### src/rtl/mux_int.sv
// Two-source requester mux with registered data/response/grant/conflict outputs.
// Optional build macro ARB_RR_EN selects round-robin conflict arbitration (default: source 1 wins).
module mux_int #(
    parameter int DATA_W = 32
) (
    input  logic              clk,
    input  logic              rst,
    input  logic [0:DATA_W-1] in_data1,
    input  logic [0:DATA_W-1] in_data2,
    input  logic              in_sel1,
    input  logic              in_sel2,
    output logic [0:DATA_W-1] out_data,
    output logic              out_resp,
    output logic [1:0]        out_gnt,
    output logic              out_conf
);

    logic              conflict;
    logic              conf_pick2;
    logic [0:DATA_W-1] data_nxt;
    logic              resp_nxt;
    logic [1:0]        gnt_nxt;

    assign conflict = in_sel1 & in_sel2;

`ifdef ARB_RR_EN
    // state    | meaning
    // PTR_SRC1 | next conflict is granted to source 1
    // PTR_SRC2 | next conflict is granted to source 2
    typedef enum logic {PTR_SRC1 = 1'b0, PTR_SRC2 = 1'b1} ptr_t;
    ptr_t ptr, ptr_nxt;

    always_ff @(posedge clk) begin
        if (rst) ptr <= PTR_SRC1;
        else     ptr <= ptr_nxt;
    end

    // Only a conflict moves the pointer; single requests leave it alone.
    always_comb begin
        ptr_nxt = ptr;
        if (conflict) ptr_nxt = (ptr == PTR_SRC1) ? PTR_SRC2 : PTR_SRC1;
    end

    assign conf_pick2 = (ptr == PTR_SRC2);
`else
    assign conf_pick2 = 1'b0;
`endif

    always_comb begin
        data_nxt = '0;
        resp_nxt = 1'b0;
        gnt_nxt  = 2'b00;
        if (conflict) begin
            resp_nxt = 1'b1;
            if (conf_pick2) begin
                data_nxt = in_data2;
                gnt_nxt  = 2'b10;
            end else begin
                data_nxt = in_data1;
                gnt_nxt  = 2'b01;
            end
        end else if (in_sel1) begin
            data_nxt = in_data1;
            resp_nxt = 1'b1;
            gnt_nxt  = 2'b01;
        end else if (in_sel2) begin
            data_nxt = in_data2;
            resp_nxt = 1'b1;
            gnt_nxt  = 2'b10;
        end
    end

    always_ff @(posedge clk) begin
        if (rst) begin
            out_data <= '0;
            out_resp <= 1'b0;
            out_gnt  <= 2'b00;
            out_conf <= 1'b0;
        end else begin
            out_data <= data_nxt;
            out_resp <= resp_nxt;
            out_gnt  <= gnt_nxt;
            out_conf <= conflict;
        end
    end

endmodule

### config.mk
export PLATFORM = sky130hd
export DESIGN_NAME = mux_int
export DESIGN_NICKNAME = d
export VERILOG_FILES = /design/src/rtl/mux_int.sv
export SDC_FILE = /design/constraint.sdc
export NUM_CORES = 1
export LEC_CHECK = 0
export ABC_AREA = 1
export CAP_MARGIN = 20
export CORE_MARGIN = 2
export CORE_UTILIZATION = 37
export CTS_CLUSTER_DIAMETER = 100
export DETAILED_ROUTE_END_ITERATION = 8
export PLACE_DENSITY = 0.85
export SETUP_SLACK_MARGIN = 0.2
export SYNTH_ARGS = -nofsm -noshare
export SYNTH_HDL_FRONTEND = slang
export SYNTH_SLANG_ARGS = --single-unit
### constraint.sdc
create_clock -name clk -period 1.4 [get_ports clk]
set_clock_uncertainty 0.2 [all_clocks]
set_input_delay 0.14 -clock clk [delete_from_list [all_inputs] [get_ports clk]]
set_output_delay 0.14 -clock clk [all_outputs]
set_load 0.02 [all_outputs]
==> flow_metrics.py <==
metrics = {
    "die": {
        "fp.dieW_microns": 66.34,
        "die_h_microns": 66.34,
        "fp.coreArea_sq_um": 3689,
        "die_area_sq_um": 4400,
        "fp-row-count": 22,
        "initial_core_util": 0.3898,
        "io_pins": 104,
    },
    "placement": {
        "gp_congestion": 0.7624,
        "portBuffers": 103,
        "dp_hpwl_microns": 2968,
    },
    "worst_setup_path": {
        "cp_slowest_cell": "dfxtp_1",
        "worstSetupPathType": "reg2out",
        "cp-start-kind": "flop",
        "cp.arrival_ps": 830,
        "worst-endpoint-required_ps": 1060,
        "path_buf_inv": 1,
        "crit_chain": "clkdlybuf4s15_2",
        "worst_setup_path_end_kind": "output port",
        "path_max_fanout": 1,
        "max_stage_delay_ps": 310,
        "crit_family": "flip-flops",
    },
    "drt": {
        "postRouteWirelength_microns": 3665,
        "drt_iter0_drc": 59,
        "drtAntennaViolNets": 0,
        "drc": 0,
        "num_vias": 1504,
        "wire_per_inst_microns": 10.04,
        "avgViaCountPerCell": 4.121,
        "first_pass_iters": 4,
    },
    "power_and_ir_drop": {
        "p_leak_nw": 1.417,
        "combPwrFrac": 0.237,
        "p_total_w": 0.002394,
        "p_sw_frac": 0.2491,
        "internal_power_w": 0.001798,
        "seq_power_share": 0.463,
        "power_density_nw_per_um2": 960.7,
        "ir_worst_vdd_v": 0.0006760,
        "power_switching_w": 0.0005965,
        "p_clk_frac": 0.300,
    },
    "sta": {
        "worst_pin_slew_ps": 195.3,
        "hold_violations": 0,
        "period_share": 0.8329,
        "fmax_mhz": 857.6,
        "rsz0062_at_grt": "no",
        "setup_violations": 0,
        "timing.final.max_slew_violations": 0,
        "max_slew_margin": 0.8698,
        "layout_min_cycle_time_ps": 1166,
        "hold_ws_ps": 249.7,
    },
    "global_route": {
        "grt.overflow.total": 0,
        "grt_max_degree": 19,
        "antenna_found_initial": 0,
        "grt_pass1_wl_microns": 5644,
        "grt_pass1_vias": 1353,
        "grtUsageTotal": 0.1740,
    },
    "logic_synthesis": {
        "avgSynthCellArea_sq_um": 7.082,
        "ys_warn_count": 0,
        "synth_fp_nets": 271,
        "synth_cells": 203,
        "ys_ff_latch": 36,
        "yosys.area.top_type_share": 0.5013,
        "yosys.area.top_type": "dfxtp_1",
        "syn-cell-area_sq_um": 1438,
        "synth-seq-area-share": 0.5013,
        "yosys-top-cells-area": "dfxtp_1 (50%), nand2_1 (27%), inv_1 (7.6%), buf_6 (2.3%), nand2_2 (2.2%)",
        "synth.distinct_cells": 14,
    },
    "clocking": {
        "cts_buffers": 5,
        "root_buffer": "clkbuf_8",
        "ctsHtreeMaxLevel": 2,
        "hold_buffers": 0,
        "post-cts-setup-buffers": 0,
        "cts_tree": "done",
        "cts_sinks": 36,
        "cts_buffer_depth": 2,
        "cts.clk_slew.worst_paths_ps": 70,
    },
    "finish": {
        "antennaDiodeCount": 0,
        "drive_gt1_frac": 0.1924,
        "area_growth_pct": 73.37,
        "final_nets": 384,
    },
    "outcome": {
        "status": "finished, final reports clean",
    },
    "hold_path": {
        "worstHoldPathType": "in2reg",
    },
    "flow_run": {
        "maxCapViolCount": 0,
    },
}
per-stage QoR:
step / area, sq um / worst slack [ps] / instances / TNS (ps) / utilization
detailed placement: 2552 / -100.9 / 357 / -2405 / 0.6920
floorplan: 1438 / 418.2 / 203 / 0 / -
finish: 2492 / 233.9 / 365 / 0 / 0.6757
global placement: 2552 / -61.14 / 357 / -1410 / 0.6920
CTS: 2668 / 173.5 / 365 / 0 / 0.7232
global route: 2492 / 200.6 / 365 / 0 / 0.6757
power by group through the flow:
stage               Sequential [W]  Clock, W  Combinational (W)
floorplan                  0.00123         0           0.000175
global placement           0.00113         0           0.000622
detailed placement         0.00114         0           0.000631
CTS                        0.00111  0.000745           0.000608
global route               0.00111  0.000797           0.000623
finish                     0.00111  0.000717           0.000568
synth_stat cells (all sizes together):
| library cell | instances |
|---|---|
| nand2 | 111 |
| dfxtp | 36 |
| inv | 30 |
| buf | 9 |
| nor2 | 7 |
| a21oi | 5 |
| o21ai | 5 |
per-layer routing:
layer  track usage  vias to the layer above  wire (microns)
met1        0.1468                      632            1262
met4       0.06378                        0              71
met2        0.3413                       61            2009
met5             0                        -               0
li1              -                      805               -
met3       0.08518                        6             322
cells in the final DEF, fill, tap and decap left out, types with 2 or more instances in the layout:
cell and instances:
dfxtp_1 36, clkbuf_1 2, o21ai_0 5, nand2_1 105, inv_1 29, nand2_2 5, buf_4 10, nor2_1 7
clkdlybuf4s15_2 5, buf_2 31, clkdlybuf4s50_1 66, clkbuf_8 6, buf_12 2, a21oi_1 5
area by class of cell:
cell class	instances	area [sq um]
fillers	346	1196
repair buffers	115	996.0
flip-flops and latches	36	720.7
multi-input cells	128	513.0
inverters	30	112.6
clock buffers	8	90.09
well taps	48	60.06
state kept, by name (all words and copies together), names as in the netlist:
signal and flops:
out_resp 1, out_data 32, out_gnt 2, out_conf 1
repair_timing:
| item | 4_1_cts | 5_1_grt |
|---|---|---|
| resized for setup | 112 | 28 |
| endpoints found under the hold margin | 0 | 0 |
| endpoints found under the setup margin | 41 | 28 |
path summary, 6_finish.rpt:
check	start	to	slack [ps]	cells past startpoint
setup / recovery	out_data[20]	out_data[20]	230	1
hold / removal	in_sel1	out_gnt[0]	250	4
cell families (layout without fill, tap and decap cells):
| family | after synthesis | count (layout) | synth area share |
|---|---|---|---|
| and+or+nand+nor | 118 | 118 | 0.3220 |
| AOI/OAI and AO/OA | 10 | 10 | 0.03481 |
| buffers and inverters | 39 | 153 | 0.1419 |
| DFF | 36 | 36 | 0.5013 |
Power figures use the tool's default switching activity.
